## config.mk

```make
export PLATFORM = sky130hd
export DESIGN_NAME = sll_64b_iter
export DESIGN_NICKNAME = d
export VERILOG_FILES = /design/src/rtl/sll_64b_pkg.sv /design/src/rtl/sll_64b_step.sv /design/src/rtl/sll_64b_iter.sv
export SDC_FILE = /design/constraint.sdc
export NUM_CORES = 1
export LEC_CHECK = 0
export BUFFER_PORTS_ARGS = -buffer_cell sky130_fd_sc_hd__buf_2
export CAP_MARGIN = 25
export CORE_UTILIZATION = 25
export CTS_BUF_LIST = sky130_fd_sc_hd__clkbuf_16
export DETAILED_ROUTE_END_ITERATION = 7
export PLACE_DENSITY = 0.46
export SYNTH_ARGS = -nofsm -noshare
export SYNTH_HDL_FRONTEND = slang
export SYNTH_SLANG_ARGS = --single-unit
```

## constraint.sdc

```tcl
create_clock -name clk_i -period 6.6 [get_ports clk_i]
set_clock_uncertainty 0.2 [all_clocks]
set_input_delay 1.32 -clock clk_i [delete_from_list [all_inputs] [get_ports clk_i]]
set_output_delay 1.32 -clock clk_i [all_outputs]
set_load 0.03 [all_outputs]
```

## src/rtl/sll_64b_pkg.sv

```systemverilog
// sll_64b_pkg: shared types, widths and helper for the iterative 64-bit
// left shifter (sll_64b_iter) and its per-cycle step stage (sll_64b_step).
//   sll_state_t : FSM encoding (IDLE, SHIFT)
//   DATA_W      : operand/result width
//   SHAMT_W     : shift-amount port width
//   CNT_W       : remaining-count width, one bit wider than SHAMT_W so the
//                 min() against STEP (up to 32) never overflows
//   step_amt    : min(cnt, step)
package sll_64b_pkg;

  typedef enum logic [0:0] {
    IDLE  = 1'b0,
    SHIFT = 1'b1
  } sll_state_t;

  localparam int DATA_W  = 64;
  localparam int SHAMT_W = 6;
  localparam int CNT_W   = 7;

  function automatic logic [CNT_W-1:0] step_amt(input logic [CNT_W-1:0] cnt,
                                                input logic [CNT_W-1:0] step);
    return (cnt < step) ? cnt : step;
  endfunction

endpackage

```

## src/rtl/sll_64b_step.sv

```systemverilog
// sll_64b_step: combinational left shift (zero fill) of a 64-bit word by
// i_amt bits. When SLL_64B_ITER_ROTATE_EN is defined an extra i_rot input
// selects a left rotate instead; i_amt=0 leaves the word unchanged either way.
// Ports:
//   i_data [63:0] : word to shift
//   i_amt  [6:0]  : shift amount, 0..STEP (never above 32)
//   i_rot         : (SLL_64B_ITER_ROTATE_EN only) 1 = rotate, 0 = shift
//   o_data [63:0] : shifted/rotated word
module sll_64b_step
  import sll_64b_pkg::*;
(
  input  logic [DATA_W-1:0] i_data,
  input  logic [CNT_W-1:0]  i_amt,
`ifdef SLL_64B_ITER_ROTATE_EN
  input  logic              i_rot,
`endif
  output logic [DATA_W-1:0] o_data
);

  logic [DATA_W-1:0] w_shl;

  assign w_shl = i_data << i_amt;

`ifdef SLL_64B_ITER_ROTATE_EN
  logic [DATA_W-1:0] w_wrap;
  logic [CNT_W-1:0]  w_back;

  // For i_amt=0 the back-shift is 64, which yields all zeros, so the
  // rotate degenerates to the identity without a special case.
  assign w_back = CNT_W'(DATA_W) - i_amt;
  assign w_wrap = i_data >> w_back;
  assign o_data = i_rot ? (w_shl | w_wrap) : w_shl;
`else
  assign o_data = w_shl;
`endif

endmodule

```

## src/rtl/sll_64b_iter.sv

```systemverilog
// sll_64b_iter: iterative 64-bit logical left shifter. Shifts at most
// STEP = 2**STEP_LOG2 bits per clock. init_i starts an operation (only in
// IDLE); done_o pulses for one cycle when data_o takes the new result.
// Optional feature macro: SLL_64B_ITER_ROTATE_EN adds rot_i (rotate left).
// Ports:
//   clk_i        : clock, rising edge
//   rst_i        : asynchronous active-high reset
//   init_i       : start request, sampled in IDLE only
//   shift_i[5:0] : shift amount, sampled with init_i
//   data_i[63:0] : operand, sampled with init_i
//   rot_i        : (SLL_64B_ITER_ROTATE_EN only) rotate instead of shift
//   busy_o       : high while in SHIFT
//   done_o       : one-cycle pulse, data_o valid from this cycle on
//   data_o[63:0] : result, held until the next done_o
//   dbg_state_o  : current FSM state
// Handshake: an init_i seen in IDLE is accepted on that edge; init_i is
// ignored while busy_o is high (no queuing); exactly one done_o follows
// each accepted init unless rst_i aborts the operation.
module sll_64b_iter
  import sll_64b_pkg::*;
#(
  parameter int STEP_LOG2 = 2
) (
  input  logic               clk_i,
  input  logic               rst_i,
  input  logic               init_i,
  input  logic [SHAMT_W-1:0] shift_i,
  input  logic [DATA_W-1:0]  data_i,
`ifdef SLL_64B_ITER_ROTATE_EN
  input  logic               rot_i,
`endif
  output logic               busy_o,
  output logic               done_o,
  output logic [DATA_W-1:0]  data_o,
  output sll_state_t         dbg_state_o
);

  localparam logic [CNT_W-1:0] STEP = CNT_W'(1) << STEP_LOG2;

  sll_state_t        r_state, w_state_n;
  logic [DATA_W-1:0] r_work,  w_work_n;
  logic [CNT_W-1:0]  r_cnt,   w_cnt_n;
  logic [DATA_W-1:0] r_data,  w_data_n;
  logic              r_done,  w_done_n;

  logic [CNT_W-1:0]  w_amt;
  logic [DATA_W-1:0] w_step;

`ifdef SLL_64B_ITER_ROTATE_EN
  logic r_rot, w_rot_n;
`endif

  assign w_amt = step_amt(r_cnt, STEP);

  sll_64b_step u_step (
    .i_data (r_work),
    .i_amt  (w_amt),
`ifdef SLL_64B_ITER_ROTATE_EN
    .i_rot  (r_rot),
`endif
    .o_data (w_step)
  );

  always_ff @(posedge clk_i or posedge rst_i) begin
    if (rst_i) begin
      r_state <= IDLE;
      r_work  <= '0;
      r_cnt   <= '0;
      r_data  <= '0;
      r_done  <= 1'b0;
`ifdef SLL_64B_ITER_ROTATE_EN
      r_rot   <= 1'b0;
`endif
    end else begin
      r_state <= w_state_n;
      r_work  <= w_work_n;
      r_cnt   <= w_cnt_n;
      r_data  <= w_data_n;
      r_done  <= w_done_n;
`ifdef SLL_64B_ITER_ROTATE_EN
      r_rot   <= w_rot_n;
`endif
    end
  end

  always_comb begin
    w_state_n = r_state;
    w_work_n  = r_work;
    w_cnt_n   = r_cnt;
    w_data_n  = r_data;
    w_done_n  = 1'b0;
`ifdef SLL_64B_ITER_ROTATE_EN
    w_rot_n   = r_rot;
`endif
    case (r_state)
      IDLE: begin
        if (init_i) begin
          if (shift_i == '0) begin
            // Shift or rotate by zero is the identity: finish on this edge.
            w_data_n = data_i;
            w_done_n = 1'b1;
          end else begin
            w_work_n  = data_i;
            w_cnt_n   = {1'b0, shift_i};
            w_state_n = SHIFT;
`ifdef SLL_64B_ITER_ROTATE_EN
            w_rot_n   = rot_i;
`endif
          end
        end
      end
      SHIFT: begin
        w_work_n = w_step;
        w_cnt_n  = r_cnt - w_amt;
        // Last step: amt equals the remaining count, so the step output
        // is the final result.
        if (r_cnt <= STEP) begin
          w_data_n  = w_step;
          w_done_n  = 1'b1;
          w_state_n = IDLE;
        end
      end
      default: w_state_n = IDLE;
    endcase
  end

  assign busy_o      = (r_state == SHIFT);
  assign done_o      = r_done;
  assign data_o      = r_data;
  assign dbg_state_o = r_state;

endmodule

```

==> parameters.txt, run 1 <==
Parameter                              Value

Global routing
  First-pass GRT wire length ... 46.1 mm
  Overall routing resource usage ... 16.6%
  Number of global-route vias before repair ... 7539
  Maximum number of pins on one net before global-route repair ... 96
  Global route overflow ... 0
  Initial antenna violation count ... 1

Layout
  Number of nets at the end of the flow ... 1000
  Synth-to-Final Area Change ... 18.5%
  Non-Filler Cell Area, Final ... 0.0102 mm²
  Share of post-route cells with drive strength above 1 ... 28.3%
  Number of antenna repair diodes ... 0

Logic synthesis
  Synthesized Nets ... 919
  Number of unique standard cell types used by synthesis ... 58
  Synthesis-stage register bit count ... 137
  Average size of a mapped cell ... 10.2 µm²
  Most instantiated cells after synthesis ... sky130_fd_sc_hd__dfrtp_1 (137), sky130_fd_sc_hd__o21ai_0 (79), sky130_fd_sc_hd__mux2i_1 (63), sky130_fd_sc_hd__mux2_2 (54), sky130_fd_sc_hd__a22o_1 (53)
  Most common cell in the netlist ... sky130_fd_sc_hd__dfrtp_1
  Cells after Synth ... 845
  Fraction of synthesis flops using an asynchronous set or reset pin ... 100%
  Number of enable flip-flop cells after synthesis ... 0
  Prevailing post-synth register cell ... sky130_fd_sc_hd__dfrtp_1
  Yosys top cell area share ... 39.7%
  Top area cells in the synthesized netlist ... sky130_fd_sc_hd__dfrtp_1 (40%), sky130_fd_sc_hd__mux2i_1 (7.3%), sky130_fd_sc_hd__mux2_2 (7.0%)
  Part of the Yosys area used for sequential elements ... 39.7%
  Post-synth top area cell ... sky130_fd_sc_hd__dfrtp_1
  Yosys warns ... 0
  Post-synthesis instance area ... 0.00865 mm²

Route
  Detailed router's first-iteration violation count ... 398
  Post-route DRC violation count ... 0
  Total vias in the final route ... 7384
  Total Routed Length ... 28.9 mm
  Number of routed nets with antenna violations ... 0
  Via density per instance ... 5.33
  Pre-Repair DR Iteration Count ... 5
  Mean routed wirelength per cell ... 20.9 µm

Place
  Placed Instance Area ... 0.00961 mm²
  Gpl congestion ... 0.765
  Number of buffers added on ports ... 139
  Worst slack, placed ... 2.34 ns
  Placed wire-length estimate after detailed placement ... 18.8 mm

STA
  Number of pins with negative max-slew slack in the final report ... 0
  Accumulated negative setup slack ... 0 ns
  Worst hold margin ... 0.301 ns
  Setup violators final ... 0
  Maximum operating frequency ... 0.259 GHz
  Remaining max-slew budget at the tightest pin ... 33.8%
  Number of endpoints with negative hold slack in the final report ... 0
  Worst slew pin tran ... 0.990 ns
  Portion of the clock cycle consumed by the worst path in the final layout ... 58.4%
  Setup repair after global routing missed its margin ... no
  Final Critical Period ... 3.86 ns
  Slack of the critical path ... 2.74 ns

CTS
  Number of clock sinks ... 137
  Library cell used as clock root buffer ... sky130_fd_sc_hd__clkbuf_16
  Clock-pin transition on the worst setup and hold timing paths ... 0.06 ns
  Clock H-tree levels ... 4
  Post-CTS sizing ... 0
  Clock insertion delay at the later pin of the skew report ... 0.43 ns
  Hold-fix buffer count after cts ... 0
  Inserted Clock Buffers ... 17
  Post-CTS setup buffer count ... 0
  Deepest clock path buffer count ... 2
  TritonCTS clock tree ... done

Worst setup path
  Start-to-end type of the worst setup path ... register to primary output
  Longest individual stage delay on the worst path ... 0.97 ns
  Type of destination of the critical path ... primary output
  Data required time at the worst endpoint ... 5.08 ns
  CP Data Arrival Time ... 2.34 ns
  Worst-path maximum fanout ... 47
  Reg-to-reg critical path startpoint ... busy_o$_DFF_PP0_
  Cells along the critical path ... buf_4 -> buf_2
  Critical Path Source ... busy_o$_DFF_PP0_
  Max stage delay cell, worst path ... sky130_fd_sc_hd__dfrtp_2
  Setup crit start kind ... register

Floorplanning
  Die Ht ... 188 µm
  Die Outline Area ... 0.0353 mm²
  Starting utilization of the core area ... 25.6%
  Number of placement rows ... 67
  Die X-Extent ... 188 µm
  Top-level I/O count ... 140
  Floorplan Core Area ... 0.0338 mm²

Power and ir drop
  Switching part of the total ... 45.9%
  Leakage power of the design ... 4.54 nW
  Overall power ... 5.64 mW
  Maximum vdd ir drop ... 0.000231 V
  Power density over cell area ... 550 mW/mm²
  Clock power frac ... 17.8%
  Switching power ... 2.59 mW
  Fraction of power consumed by sequential logic ... 30.7%
  Internal power contribution ... 3.05 mW
  Combinational Power Share ... 51.5%

Min path
  Min-Delay Path Class ... register to register
  Start point of the worst hold path ... data_o[32]$_DFFE_PP0P_

Flow run
  Max-cap violations ... 0

Status
  Outcome ... finished, final reports clean
-- cell families (layout without fill, tap and decap cells) --
family	after synthesis	in the layout	synth area share (%)
compound gates	388	388	32.7
flops	137	137	39.7
mux	123	123	15.9
buf+inv	103	196	5.79
simple gates	92	92	5.73
fa+ha+maj	1	1	0.145
other cells	1	1	0.0434
-- power groups by stage --
| stage | sequential, mW | clock (mW) | combinational (mW) |
|---|---|---|---|
| 2_1_floorplan | 1.90 | 0 | 1.94 |
| 3_3_place_gp | 1.75 | 0 | 2.87 |
| 3_5_place_dp | 1.74 | 0 | 2.91 |
| 4_1_cts | 1.73 | 1.03 | 2.93 |
| 5_1_grt | 1.80 | 1.07 | 3.18 |
| 6_report | 1.73 | 1.00 | 2.90 |
-- worst paths after layout --
path / endpoint / slack [ns] / depth (start not counted)
setup reg to reg: data_o[12]$_DFFE_PP0P_ / 2.80 / 6
min in group asynchronous: data_o[39]$_DFFE_PP0P_ / 0.56 / 2
hold / removal: data_o[32]$_DFFE_PP0P_ / 0.30 / 1
max in group asynchronous: r_work[59]$_DFFE_PP0P_ / 4.53 / 4
hold reg to reg: data_o[32]$_DFFE_PP0P_ / 0.30 / 1
setup / recovery: dbg_state_o / 2.74 / 2
-- worst max-delay path, delay by kind of cell (launching register included) --
family	cells	cell delay, ns
buffers and inverters	2	0.89
DFF	1	0.97
-- layout make-up --
cell class / instances / area [µm²]
Clock buffer: 17 / 425
Clock inverter: 14 / 175
Fill cell: 3512 / 23500
Inverter: 10 / 42.5
Multi-Input combinational cell: 605 / 4740
Sequential cell: 137 / 3430
Tap cell: 448 / 561
Timing Repair Buffer: 155 / 868
-- registers in the layout, indices dropped and copies added (netlist names) --
name	count
r_cnt	7
busy_o	1
done_o	1
data_o	64
r_work	64
-- layer usage --
| layer | vias to the layer above | wire, µm | GRT usage [%] |
|---|---|---|---|
| li1 | 3483 | - | - |
| met1 | 3717 | 14100 | 23.1 |
| met3 | 18 | 904 | 3.14 |
| met5 | - | 13 | 0 |
| met2 | 164 | 13400 | 26.2 |
| met4 | 2 | 425 | 4.78 |
-- per-stage QoR --
stage          util (%)  cells
2_1_floorplan         -    845
3_3_place_gp       28.3   1351
3_5_place_dp       28.5   1354
4_1_cts            30.2   1385
5_1_grt            30.3   1386
6_report           30.3   1386
-- layout by cell type, fill, tap and decap left out, types with 3 or more instances in the layout --
cell	netlist	routed
sky130_fd_sc_hd__mux4_2	6	6
sky130_fd_sc_hd__nand3_1	18	18
sky130_fd_sc_hd__inv_6	0	3
sky130_fd_sc_hd__a31oi_1	14	14
sky130_fd_sc_hd__mux2i_1	63	63
sky130_fd_sc_hd__o32ai_1	49	49
sky130_fd_sc_hd__buf_4	1	13
sky130_fd_sc_hd__a21o_1	52	52
sky130_fd_sc_hd__a211o_1	4	4
sky130_fd_sc_hd__o311a_1	3	3
sky130_fd_sc_hd__mux2_2	54	54
sky130_fd_sc_hd__o21ai_1	3	3
sky130_fd_sc_hd__o31ai_1	5	5
sky130_fd_sc_hd__a22o_1	53	53
sky130_fd_sc_hd__o22ai_1	3	3
sky130_fd_sc_hd__nand2_1	17	16
sky130_fd_sc_hd__o21ai_0	79	79
sky130_fd_sc_hd__nor3_1	19	19
sky130_fd_sc_hd__buf_2	36	139
sky130_fd_sc_hd__nor2_1	15	15
sky130_fd_sc_hd__clkbuf_16	0	17
sky130_fd_sc_hd__dfrtp_2	0	4
sky130_fd_sc_hd__o211ai_1	51	51
sky130_fd_sc_hd__bufinv_16	0	3
sky130_fd_sc_hd__dfrtp_1	137	133
sky130_fd_sc_hd__a21oi_1	5	5
sky130_fd_sc_hd__inv_1	8	7
sky130_fd_sc_hd__a2bb2oi_1	4	4
sky130_fd_sc_hd__a21boi_0	52	52
sky130_fd_sc_hd__clkinv_4	0	5
No activity file was read; power rests on OpenSTA's default activity.
==> run 2: changes to the inputs <==
Settings changed: PLACE_DENSITY 0.46 to 0.47.
Clock period 6.6 ns to 3.2 ns, I/O delays scaled along.
==> parameters.txt, run 2 (synthesized netlist as in run 1, its figures left out) <==
Parameter                              Value

Worst setup path
  Worst Reg-to-Reg Cells ... 5
  Worst-path maximum fanout ... 25
  Register-to-register setup slack ... 0.61 ns
  Data required time at the worst endpoint ... 2.36 ns
  Reg-to-reg critical path startpoint ... r_cnt[3]$_DFFE_PP0P_
  Reg-to-reg endpoint ... r_work[16]$_DFFE_PP0P_
  Type of destination of the critical path ... primary output
  CP Data Arrival Time ... 1.79 ns
  Setup crit start kind ... register
  Start-to-end type of the worst setup path ... register to primary output

CTS
  Clock insertion delay at the later pin of the skew report ... 0.42 ns
  Post-CTS setup buffer count ... 0
  Inserted Clock Buffers ... 17
  Hold-fix buffer count after cts ... 0
  Number of clock sinks ... 137
  Clock H-tree levels ... 4
  Deepest clock path buffer count ... 2
  Library cell used as clock root buffer ... sky130_fd_sc_hd__clkbuf_16
  Clock-pin transition on the worst setup and hold timing paths ... 0.07 ns
  TritonCTS clock tree ... done
  Post-CTS sizing ... 0

Floorplanning
  Starting utilization of the core area ... 25.6%
  Number of placement rows ... 67
  Top-level I/O count ... 140
  Floorplan Core Area ... 0.0338 mm²
  Die Ht ... 188 µm
  Die X-Extent ... 188 µm
  Die Outline Area ... 0.0353 mm²

Global routing
  Initial antenna violation count ... 1
  First-pass GRT wire length ... 45.2 mm
  Number of global-route vias before repair ... 7505
  Maximum number of pins on one net before global-route repair ... 138
  Global route overflow ... 0
  Overall routing resource usage ... 16.3%

Flow run
  Max-cap violations ... 0

Place
  Placed wire-length estimate after detailed placement ... 18.7 mm
  Number of buffers added on ports ... 139
  Gpl congestion ... 0.760
  Number of placed instances, taps included ... 1366

Power and ir drop
  Fraction of power consumed by sequential logic ... 30.4%
  Power density over cell area ... 1130 mW/mm²
  Clock power frac ... 17.4%
  Combinational Power Share ... 52.2%
  Switching part of the total ... 45.7%
  Leakage power of the design ... 4.60 nW
  Switching power ... 5.31 mW
  Internal power contribution ... 6.30 mW
  Maximum vdd ir drop ... 0.000453 V

Route
  Mean routed wirelength per cell ... 20.3 µm
  Via density per instance ... 5.40
  Detailed router's first-iteration violation count ... 452
  Total vias in the final route ... 7545
  Number of routed nets with antenna violations ... 0
  Post-route DRC violation count ... 0
  Pre-Repair DR Iteration Count ... 5
  Total Routed Length ... 28.4 mm

STA
  Setup repair after global routing missed its margin ... no
  Remaining max-slew budget at the tightest pin ... 45.1%
  Setup violators final ... 0
  Maximum operating frequency ... 0.380 GHz
  Number of pins with negative max-slew slack in the final report ... 0
  Portion of the clock cycle consumed by the worst path in the final layout ... 82.2%
  Final Critical Period ... 2.63 ns
  Number of endpoints with negative hold slack in the final report ... 0
  Accumulated negative setup slack ... 0 ns
  Worst slew pin tran ... 0.823 ns

Layout
  Share of post-route cells with drive strength above 1 ... 28.6%
  Commonest non-fill, non-tap cell in the layout ... sky130_fd_sc_hd__buf_2
  Final std cells w/o fill ... 1398
  Number of nets at the end of the flow ... 1011
  Synth-to-Final Area Change ... 19.0%
  Number of antenna repair diodes ... 0
  Leading cell types in the layout, fill and taps excluded ... sky130_fd_sc_hd__buf_2 (139), sky130_fd_sc_hd__dfrtp_1 (133), sky130_fd_sc_hd__o21ai_0 (79), sky130_fd_sc_hd__mux2i_1 (63), sky130_fd_sc_hd__mux2_2 (54)
  Fill cell count ... 3501

Status
  Outcome ... finished, final reports clean

Min path
  Min-Delay Path Class ... input port to asynchronous set/reset pin
run 2: layer usage:
metal / track usage [%] / wire length, µm / vias up
met3: 2.68 / 1090 / 24
li1: - / - / 3501
met5: 0 / 13 / -
met2: 26.5 / 13500 / 208
met4: 3.81 / 356 / 2
met1: 22.4 / 13500 / 3810
run 2: how the worst max path moves through the flow:
stage | slack, ns | to | startpoint
floorplan | 0.52 | r_cnt[4]$_DFFE_PP0P_ | r_cnt[4]$_DFFE_PP0P_
global placement | 0.59 | r_work[25]$_DFFE_PP0P_ | shift_i[5]
detailed placement | 0.56 | r_work[46]$_DFFE_PP0P_ | shift_i[5]
CTS | 0.55 | dbg_state_o | busy_o$_DFF_PP0_
global route | 0.44 | data_o[15]$_DFFE_PP0P_ | r_cnt[2]$_DFFE_PP0P_
finish | 0.57 | dbg_state_o | busy_o$_DFF_PP0_
run 2: worst max-delay path, stage by stage (launching register included):
cell and delay (ns):
sky130_fd_sc_hd__dfrtp_2 0.69, sky130_fd_sc_hd__buf_4 0.39, sky130_fd_sc_hd__buf_2 0.27
run 2: cell type report:
class | count | area, µm² | area share (%)
clock buffers | 17 | 425 | 4.13
well taps | 448 | 561 | 5.45
repair buffers | 166 | 948 | 9.22
clock inverters | 15 | 146 | 1.42
inverters | 10 | 41.3 | 0.401
flip-flops and latches | 137 | 3430 | 33.4
multi-input cells | 605 | 4740 | 46.0
run 2: metrics by stage:
step | hold WS, ns | setup WS [ns] | total power, mW | util (%) | area [µm²]
floorplan | 0.334 | 0.523 | 7.91 | - | 8650
global placement | 0.289 | 0.586 | 9.58 | 28.8 | 9720
detailed placement | 0.288 | 0.556 | 9.62 | 28.8 | 9720
CTS | 0.252 | 0.554 | 11.7 | 30.5 | 10300
global route | 0.261 | 0.436 | 12.4 | 30.5 | 10300
finish | 0.236 | 0.571 | 11.6 | 30.5 | 10300
run 2: power by group through the flow:
stage               clock network [mW]  registers [mW]  logic, mW
floorplan                            0            3.91       4.00
global placement                     0            3.55       6.03
detailed placement                   0            3.56       6.06
CTS                               2.06            3.53       6.10
global route                      2.14            3.68       6.61
finish                            2.02            3.53       6.06
==> run 3: changes to the inputs <==
Clock period 3.2 ns to 2.3 ns, I/O delays scaled along.
==> parameters.txt, run 3 (synthesized netlist as in run 1, its figures left out) <==
Parameter                              Value

Status
  Outcome ... finished, final reports clean

Worst setup path
  Reg-to-reg critical path startpoint ... r_cnt[4]$_DFFE_PP0P_
  Critical Path Source ... r_cnt[4]$_DFFE_PP0P_
  Max stage delay cell, worst path ... sky130_fd_sc_hd__or4_4
  Cells along the critical path ... or4_4 -> buf_12 -> o32ai_2 -> o211ai_1 -> a22o_1
  Worst Reg-to-Reg Cells ... 5
  Start-to-end type of the worst setup path ... register to register
  Type of destination of the critical path ... register
  Worst-path maximum fanout ... 45
  Setup crit start kind ... register
  Register-to-register setup slack ... 0.03 ns
  Data required time at the worst endpoint ... 2.42 ns
  CP Data Arrival Time ... 2.39 ns
  Longest individual stage delay on the worst path ... 0.62 ns
  Timing endpoint of the critical path ... data_o[45]$_DFFE_PP0P_
  Reg-to-reg endpoint ... data_o[45]$_DFFE_PP0P_

Global routing
  Maximum number of pins on one net before global-route repair ... 68
  Global route overflow ... 0
  Overall routing resource usage ... 17.3%
  Number of global-route vias before repair ... 7961
  First-pass GRT wire length ... 47.8 mm
  Initial antenna violation count ... 0

Floorplanning
  Top-level I/O count ... 140
  Starting utilization of the core area ... 25.6%
  Floorplan Core Area ... 0.0338 mm²
  Die Ht ... 188 µm
  Die Outline Area ... 0.0353 mm²
  Number of placement rows ... 67
  Die X-Extent ... 188 µm

Route
  Met2 wire length ... 14.7 mm
  DRT met1 WL ... 14.1 mm
  Pre-Repair DR Iteration Count ... 5
  Total Routed Length ... 30.5 mm
  Post-route DRC violation count ... 0
  Detailed router's first-iteration violation count ... 472
  Via density per instance ... 5.43
  Total vias in the final route ... 7732
  Routed length on met3 ... 1.07 mm
  Number of routed nets with antenna violations ... 0
  Mean routed wirelength per cell ... 21.4 µm
  Highest metal used ... met4

CTS
  TritonCTS clock tree ... done
  Inserted Clock Buffers ... 17
  Clock H-tree levels ... 4
  Library cell used as clock root buffer ... sky130_fd_sc_hd__clkbuf_16
  Number of clock sinks ... 137
  Clock-pin transition on the worst setup and hold timing paths ... 0.06 ns
  Clock insertion delay at the later pin of the skew report ... 0.43 ns
  Deepest clock path buffer count ... 2

Power and ir drop
  Maximum vdd ir drop ... 0.000817 V
  Power density over cell area ... 1560 mW/mm²
  Leakage power of the design ... 4.81 nW

STA
  Setup violators final ... 0
  Worst slew pin tran ... 0.666 ns
  Setup repair after global routing missed its margin ... yes
  Slack of the critical path ... 0.0305 ns
  Remaining max-slew budget at the tightest pin ... 55.6%
  Number of endpoints with negative hold slack in the final report ... 0
  Number of pins with negative max-slew slack in the final report ... 0
  Worst hold margin ... 0.0905 ns
  Maximum operating frequency ... 0.441 GHz
  Portion of the clock cycle consumed by the worst path in the final layout ... 98.7%
  Final Critical Period ... 2.27 ns

Layout
  FF/Latch Area ... 0.00343 mm²
  Commonest non-fill, non-tap cell in the layout ... sky130_fd_sc_hd__buf_2
  Leading cell types in the layout, fill and taps excluded ... sky130_fd_sc_hd__buf_2 (139), sky130_fd_sc_hd__dfrtp_1 (132), sky130_fd_sc_hd__o21ai_0 (78), sky130_fd_sc_hd__mux2i_1 (63), sky130_fd_sc_hd__mux2_2 (54)
  Fill cell count ... 3481
  Synth-to-Final Area Change ... 25.8%
  Number of nets at the end of the flow ... 1038
  Share of post-route cells with drive strength above 1 ... 33.4%
  Combined area of the multi-input logic cells ... 0.00497 mm²
  Number of antenna repair diodes ... 0

Flow run
  Max-cap violations ... 0

Place
  Placed wire-length estimate after detailed placement ... 20.6 mm
  Gpl congestion ... 0.827
  Number of buffers added on ports ... 139
  Worst slack, placed ... 0.0184 ns

Min path
  Min-Delay Path Class ... input port to register
## run 3: cell types whose count changed in the layout (fill, tap and decap cells not counted), sizes merged
cell | previous run | this run
bufinv | 3 | 1
dlygate4sd3 | 0 | 1
clkbuf | 17 | 18
clkinv | 7 | 6
buf | 166 | 191
clkinvlp | 1 | 4
## run 3: worst min-delay path by stage
stage	startpoint	endpoint	slack, ns	cells after the start
3_3_place_gp	data_o[21]$_DFFE_PP0P_	data_o[21]$_DFFE_PP0P_	0.28	1
5_1_grt	data_i[0]	r_work[0]$_DFFE_PP0P_	0.10	2
6_report	data_i[0]	r_work[0]$_DFFE_PP0P_	0.09	2
3_5_place_dp	data_o[47]$_DFFE_PP0P_	data_o[47]$_DFFE_PP0P_	0.29	1
2_1_floorplan	r_work[19]$_DFFE_PP0P_	r_work[19]$_DFFE_PP0P_	0.33	2
4_1_cts	data_i[0]	r_work[0]$_DFFE_PP0P_	0.07	2
## run 3: power breakdown
part	internal, mW	switching [mW]
registers	3.62	1.21
logic	4.05	5.50
clock network	1.45	1.12
total	9.12	7.83
## run 3: critical path, delay by kind of cell (launching register included)
family / cells / cell delay (ns)
AO/OA/AOI/OAI: 3 / 0.70
AND/OR/NAND/NOR: 1 / 0.62
flip-flops: 1 / 0.41
buffers and inverters: 1 / 0.21
## run 3: per-stage QoR
step | instance area (µm²) | setup TNS (ns) | std cells | util [%] | power [mW]
3_5_place_dp | 10100 | 0 | 1390 | 29.8 | 13.9
5_1_grt | 10900 | -0.492 | 1425 | 32.2 | 18.1
6_report | 10900 | 0 | 1425 | 32.2 | 17.0
2_1_floorplan | 8670 | -9.20 | 845 | - | 11.0
3_3_place_gp | 10100 | 0 | 1390 | 29.8 | 13.8
4_1_cts | 10600 | 0 | 1423 | 31.4 | 16.6
## run 3: repair_timing
item / 4_1_cts / 5_1_grt
gates resized for setup: 1 / 36
endpoints found under the setup margin: 1 / 72
buffers inserted: 0 / 1
hold endpoints to repair: 15 / 0
gates cloned: 0 / 1
hold buffers: 1 / 0
pin swaps: 0 / 7
## run 3: final cells by class
type,count,share of cell area [%]
multi-input cells,605,45.7
clock inverters,15,0.909
clock buffers,17,3.91
inverters,10,0.437
flip-flops and latches,137,31.6
repair buffers,193,12.3
well taps,448,5.15
## run 3: metal layers
metal  global-route usage, %  vias to the layer above
met5                       0                        -
met4                    5.47                        0
met1                    23.1                     3920
li1                        -                     3565
met2                    28.6                      211
met3                    2.60                       36
